## src/rtl/serial_addsub_if.sv

```systemverilog
// Request/response bundle for serial_addsub: operands and opcode in,
// busy/done status plus result and flags out.
interface serial_addsub_if #(
  parameter int WIDTH = 64
);
  logic             start;
  logic             sub;
  logic [WIDTH-1:0] a;
  logic [WIDTH-1:0] b;
  logic             busy;
  logic             done;
  logic [WIDTH-1:0] result;
  logic             cout;
  logic             ovf;
  logic             zero;

  modport master (
    output start, sub, a, b,
    input  busy, done, result, cout, ovf, zero
  );

  modport slave (
    input  start, sub, a, b,
    output busy, done, result, cout, ovf, zero
  );
endinterface

```

## src/rtl/serial_addsub.sv

```systemverilog
// Digit-serial add/subtract, DIGIT bits per cycle: WIDTH/DIGIT cycles from accept to done.
// No backpressure: start is taken only in IDLE/DONE and ignored while busy.
module serial_addsub #(
  parameter int  WIDTH = 64,
  parameter int  DIGIT = 4,
  parameter real DELAY = 0.05
) (
  input logic            clk,
  input logic            reset_n,
  serial_addsub_if.slave bus
);

  localparam int N     = WIDTH / DIGIT;
  localparam int CNT_W = (N > 1) ? $clog2(N) : 1;
  localparam logic [CNT_W-1:0] LAST = CNT_W'(N - 1);

  // DELAY only models gate timing in gate-level views; the RTL just sanity-checks it.
  generate
    if ((DIGIT < 1) || ((WIDTH % DIGIT) != 0) || (DELAY < 0.0)) begin : g_bad_params
      $error("serial_addsub: WIDTH must be a positive multiple of DIGIT and DELAY >= 0");
    end
  endgenerate

  typedef enum logic [1:0] {
    IDLE = 2'd0,
    RUN  = 2'd1,
    DONE = 2'd2
  } state_t;

  state_t           state;
  logic [WIDTH-1:0] op_a;
  logic [WIDTH-1:0] op_b;
  logic [WIDTH-1:0] acc;
  logic [WIDTH-1:0] result_q;
  logic             carry;
  logic [CNT_W-1:0] cnt;
  logic             busy_q;
  logic             done_q;
  logic             cout_q;
  logic             ovf_q;
  logic             zero_q;

  logic [DIGIT-1:0] p;
  logic [DIGIT-1:0] g;
  logic [DIGIT-1:0] dsum;
  logic [DIGIT:0]   c;
  logic [WIDTH-1:0] acc_next;

  // Ripple chain over one digit: c[i] is the carry into bit i of the digit.
  always_comb begin
    p    = '0;
    g    = '0;
    dsum = '0;
    c    = '0;
    c[0] = carry;
    for (int i = 0; i < DIGIT; i++) begin
      p[i]     = op_a[i] ^ op_b[i];
      g[i]     = op_a[i] & op_b[i];
      dsum[i]  = p[i] ^ c[i];
      c[i+1]   = g[i] | (p[i] & c[i]);
    end
    acc_next = WIDTH'({dsum, acc} >> DIGIT);
  end

  always_ff @(posedge clk or negedge reset_n) begin
    if (!reset_n) begin
      state    <= IDLE;
      op_a     <= '0;
      op_b     <= '0;
      acc      <= '0;
      result_q <= '0;
      carry    <= 1'b0;
      cnt      <= '0;
      busy_q   <= 1'b0;
      done_q   <= 1'b0;
      cout_q   <= 1'b0;
      ovf_q    <= 1'b0;
      zero_q   <= 1'b0;
    end else begin
      case (state)
        IDLE, DONE: begin
          done_q <= 1'b0;
          if (bus.start) begin
            op_a   <= bus.a;
            op_b   <= bus.b ^ {WIDTH{bus.sub}};
            carry  <= bus.sub;
            cnt    <= '0;
            busy_q <= 1'b1;
            state  <= RUN;
          end else begin
            state  <= IDLE;
          end
        end
        RUN: begin
          op_a  <= op_a >> DIGIT;
          op_b  <= op_b >> DIGIT;
          acc   <= acc_next;
          carry <= c[DIGIT];
          cnt   <= cnt + 1'b1;
          if (cnt == LAST) begin
            result_q <= acc_next;
            cout_q   <= c[DIGIT];
            ovf_q    <= c[DIGIT] ^ c[DIGIT-1];
            zero_q   <= (acc_next == '0);
            busy_q   <= 1'b0;
            done_q   <= 1'b1;
            state    <= DONE;
          end
        end
        default: state <= IDLE;
      endcase
    end
  end

  assign bus.busy   = busy_q;
  assign bus.done   = done_q;
  assign bus.result = result_q;
  assign bus.cout   = cout_q;
  assign bus.ovf    = ovf_q;
  assign bus.zero   = zero_q;

endmodule
```

## src/flat_wrapper.sv

```systemverilog
// flat-port wrapper written by rule: the top's interface ports become plain ports
module serial_addsub_flat 
#(
  parameter int  WIDTH = 64,
  parameter int  DIGIT = 4,
  parameter real DELAY = 0.05
)
  (clk, reset_n, bus_start, bus_sub, bus_a, bus_b, bus_busy, bus_done, bus_result, bus_cout, bus_ovf, bus_zero);
  serial_addsub_if #(.WIDTH(WIDTH)) bus_i ();
  input logic clk;
  input logic reset_n;
  input wire logic [$bits(bus_i.start)-1:0] bus_start;
  input wire logic [$bits(bus_i.sub)-1:0] bus_sub;
  input wire logic [$bits(bus_i.a)-1:0] bus_a;
  input wire logic [$bits(bus_i.b)-1:0] bus_b;
  output wire logic [$bits(bus_i.busy)-1:0] bus_busy;
  output wire logic [$bits(bus_i.done)-1:0] bus_done;
  output wire logic [$bits(bus_i.result)-1:0] bus_result;
  output wire logic [$bits(bus_i.cout)-1:0] bus_cout;
  output wire logic [$bits(bus_i.ovf)-1:0] bus_ovf;
  output wire logic [$bits(bus_i.zero)-1:0] bus_zero;
  assign bus_i.start = bus_start;
  assign bus_i.sub = bus_sub;
  assign bus_i.a = bus_a;
  assign bus_i.b = bus_b;
  assign bus_busy = bus_i.busy;
  assign bus_done = bus_i.done;
  assign bus_result = bus_i.result;
  assign bus_cout = bus_i.cout;
  assign bus_ovf = bus_i.ovf;
  assign bus_zero = bus_i.zero;
  serial_addsub #(.WIDTH(WIDTH), .DIGIT(DIGIT), .DELAY(DELAY)) u_core (.clk(clk), .reset_n(reset_n), .bus(bus_i));
endmodule
```

## config.mk

```make
export PLATFORM = sky130hd
export DESIGN_NAME = serial_addsub_flat
export DESIGN_NICKNAME = d
export VERILOG_FILES = /design/src/rtl/serial_addsub_if.sv /design/src/rtl/serial_addsub.sv /design/src/flat_wrapper.sv
export SDC_FILE = /design/constraint.sdc
export NUM_CORES = 1
export LEC_CHECK = 0
export CORE_ASPECT_RATIO = 0.5
export CORE_MARGIN = 2
export CORE_UTILIZATION = 40
export CTS_BUF_LIST = sky130_fd_sc_hd__clkbuf_2
export CTS_CLUSTER_SIZE = 30
export DETAILED_ROUTE_END_ITERATION = 8
export SLEW_MARGIN = 20
export SYNTH_ARGS = -nofsm -noshare
export SYNTH_HDL_FRONTEND = slang
export SYNTH_SLANG_ARGS = --single-unit
```

## constraint.sdc

```tcl
create_clock -name clk -period 3.1 [get_ports clk]
set_clock_uncertainty 0.15 [all_clocks]
set_input_delay 0.62 -clock clk [delete_from_list [all_inputs] [get_ports clk]]
set_output_delay 0.62 -clock clk [all_outputs]
set_load 0.05 [all_outputs]
```

==> flow_summary.yaml <==
run_status:
  status: "complete, no violations"
final_layout:
  n_fill_cell: 2604
  drive_gt1_share_pct: 9.13
  area_growth_syn_to_layout_pct: 26.3
  fin_area_um2: 14100
  fin_util_pct: 51.1
  fin_nets: 1487
floorplan:
  rows: 43
  core_area_um2: 27500
  dieArea_um2: 29300
  start_util_pct: 40.4
  die_h_um: 122
  die_x_um: 240
  ios: 201
yosys:
  synth_commonest_cells: "nand2_1 (492), dfrtp_1 (264), nor2_1 (65)"
  synthMuxAreaShare_pct: 0
  synth_cell_types: 30
  ys.flop_type: "dfrtp_1"
  synthAdderAreaFrac_pct: 0.831
  synth_compound_area_share_pct: 10.7
  synth_top_family_by_area: "simple AND/OR/NAND/NOR gates"
  synth_xor_xnor_area_share_pct: 5.11
  syn_nets: 1286
  synth_area_leader_cell: "dfrtp_1"
  yosysWarnings: 0
  synth-async-reset-ratio_pct: 100
  synth_seq_cells: 264
  syn_area_um2: 11100
  synth_top_area_share_pct: 59.3
  syn_area_per_cell_um2: 9.69
  yosys-top-cells-area: "dfrtp_1 (59%), nand2_1 (17%), a221o_1 (5.7%), xnor2_1 (5.0%), a22oi_1 (3.9%)"
  synth.most_common_cell: "nand2_1"
  yosys.area_share.simple_pct: 20.7
  synth_edf_count: 0
  ys_seq_area_share_pct: 59.3
  syn-instance-count: 1149
critical_path:
  cp_slowest_stage_delay_ns: 0.51
  path_buf_inv: 3
  cp.required_ns: 3.76
  cp-startpoint: "u_core.carry$_DFFE_PN0P_"
  crit_chain: "inv_1, fa_1, inv_1, fa_1, fa_2, inv_1, fa_1, nor4b_2, nand4_1, or4_1, o21ai_1"
  cp.arrival_ns: 3.72
  start_kind: "register"
  slowest_stage: "fa_1"
  worstPathMaxFanout: 3
  path_class: "reg2reg"
  timing.rr.start: "u_core.carry$_DFFE_PN0P_"
  cp_top_family: "adder cells"
  worst_setup_path_end_kind: "register"
placement:
  place_area_um2: 13500
  gp_congestion: 0.812
  pre_cts_slack_ns: 0.0630
  io_buffers: 200
  dp_hpwl_mm: 17.7
detailed_routing:
  vias_per_cell: 4.94
  drt_wl_total_mm: 27.4
  routedWlPerCell_um: 15.4
  postRouteAntennaNets: 0
  drt_first_pass_iters: 5
  dr.first_iter.drc_count: 733
  via_count: 8767
  drc: 0
sta:
  fin_ws_ns: 0.0442
  fmax_mhz: 327
  rsz0062_at_grt: "true"
  holdWs_ns: 0.137
  relSlewSlack_pct: 43.2
  finalCritPeriodShare_pct: 98.6
  worst_slew_pin_slew_ns: 0.852
  slew_violations: 0
  min_period_ns: 3.06
  hold_viol_final: 0
  setup_viol: 0
job:
  cap_violations: 0
global_route:
  grt_usage_pct: 19.2
  grt_max_degree: 131
  grt_pass1_wl_mm: 45.3
  antenna_found_initial: 3
  grt_pass1_vias: 8848
  globalRouteOverflowTotal: 0
cts:
  cts_root_buffer: "clkbuf_2"
  clk_latency_ns: 0.92
  path_clk_slew_ns: 0.12
  cts_max_path_buffers: 3
  cts_max_level: 2
  cts_tree: "yes"
  clkSinkCount: 264
  cts_inserted_buffers: 59
power:
  power.density_nw_per_um2: 979
  peakVddDrop_mv: 0.395
  power.leakage_nw: 6.78
  power_w: 0.0138
worst_hold_path:
  min_path_type: "in2async"
## per-layer routing
metal  track usage [%]  share of wire (%)
met1              26.6                 47
met2              30.6                 47
met3              3.76                4.3
met4              5.82                1.4
met5                 0                  0
## power breakdown
part / internal [W] / switching [W] / total, W
clock: 0.000776 / 0.00137 / 0.00214
sequential: 0.00492 / 0.00111 / 0.00602
combinational: 0.00221 / 0.00339 / 0.00560
## state kept, by name, summed over array words and instances (netlist names)
signal	cells
u_core.bus.result	64
u_core.op_a	64
u_core.op_b	64
u_core.acc	60
u_core.cnt	4
u_core.state	2
u_core.bus.busy	1
u_core.bus.cout	1
u_core.bus.done	1
u_core.bus.ovf	1
u_core.bus.zero	1
u_core.carry	1
## final cells by class
class	instances	area (um^2)	share of cell area [%]
timing repair buffer	218	2240	15.9
antenna	3	7.51	0.0534
clock inverter	10	46.3	0.329
sequential	264	6610	47.0
inverter	8	30.0	0.213
clock buffer	92	460	3.27
tap	382	478	3.40
multi-input combinational	799	4200	29.8
## cell families (layout without fill, tap and decap cells)
group	Yosys count	in the layout
XOR/XNOR	65	65
flip-flops	264	264
adder cells (fa/ha/maj)	5	5
AO/OA/AOI/OAI	142	142
AND/OR/NAND/NOR	587	587
buffers and inverters	86	328
other	0	3
## worst paths after layout
check / end / slack (ns) / cells past startpoint
worst max-delay path: u_core.bus.zero$_DFFE_PN0P_ / 0.04 / 11
worst min-delay path: u_core.bus.cout$_DFFE_PN0P_ / 0.14 / 2
worst max register to register: u_core.bus.zero$_DFFE_PN0P_ / 0.04 / 11
worst min register to register: u_core.bus.result[1]$_DFFE_PN0P_ / 0.33 / 2
max in group asynchronous: u_core.op_a[36]$_DFFE_PN0P_ / 1.82 / 3
min in group clk: u_core.op_a[63]$_DFFE_PN0P_ / 0.16 / 2
## through the flow
step,TNS [ns],std cells
global route,-0.157,1776
global placement,0,1669
finish,0,1776
floorplan,0,1149
detailed placement,0,1669
CTS,0,1772
## repair_timing
action,4_1_cts,5_1_grt
endpoints found under the setup margin,0,1
buffers inserted,0,1
endpoints found under the hold margin,241,0
hold buffers,1,0
gates resized for setup,0,2
## cell usage in the layout (no fill, tap or decap), types with 8 or more instances in the layout
cell	netlist	routed
buf_12	0	8
a22oi_1	58	58
buf_4	1	10
o21ai_0	15	15
nand2_1	492	491
nor2_1	65	64
clkdlybuf4s50_1	0	198
dfrtp_1	264	264
nor4_1	12	12
clkbuf_2	0	92
xnor2_1	64	64
a221o_1	63	63
No activity file was read; power rests on OpenSTA's default activity.
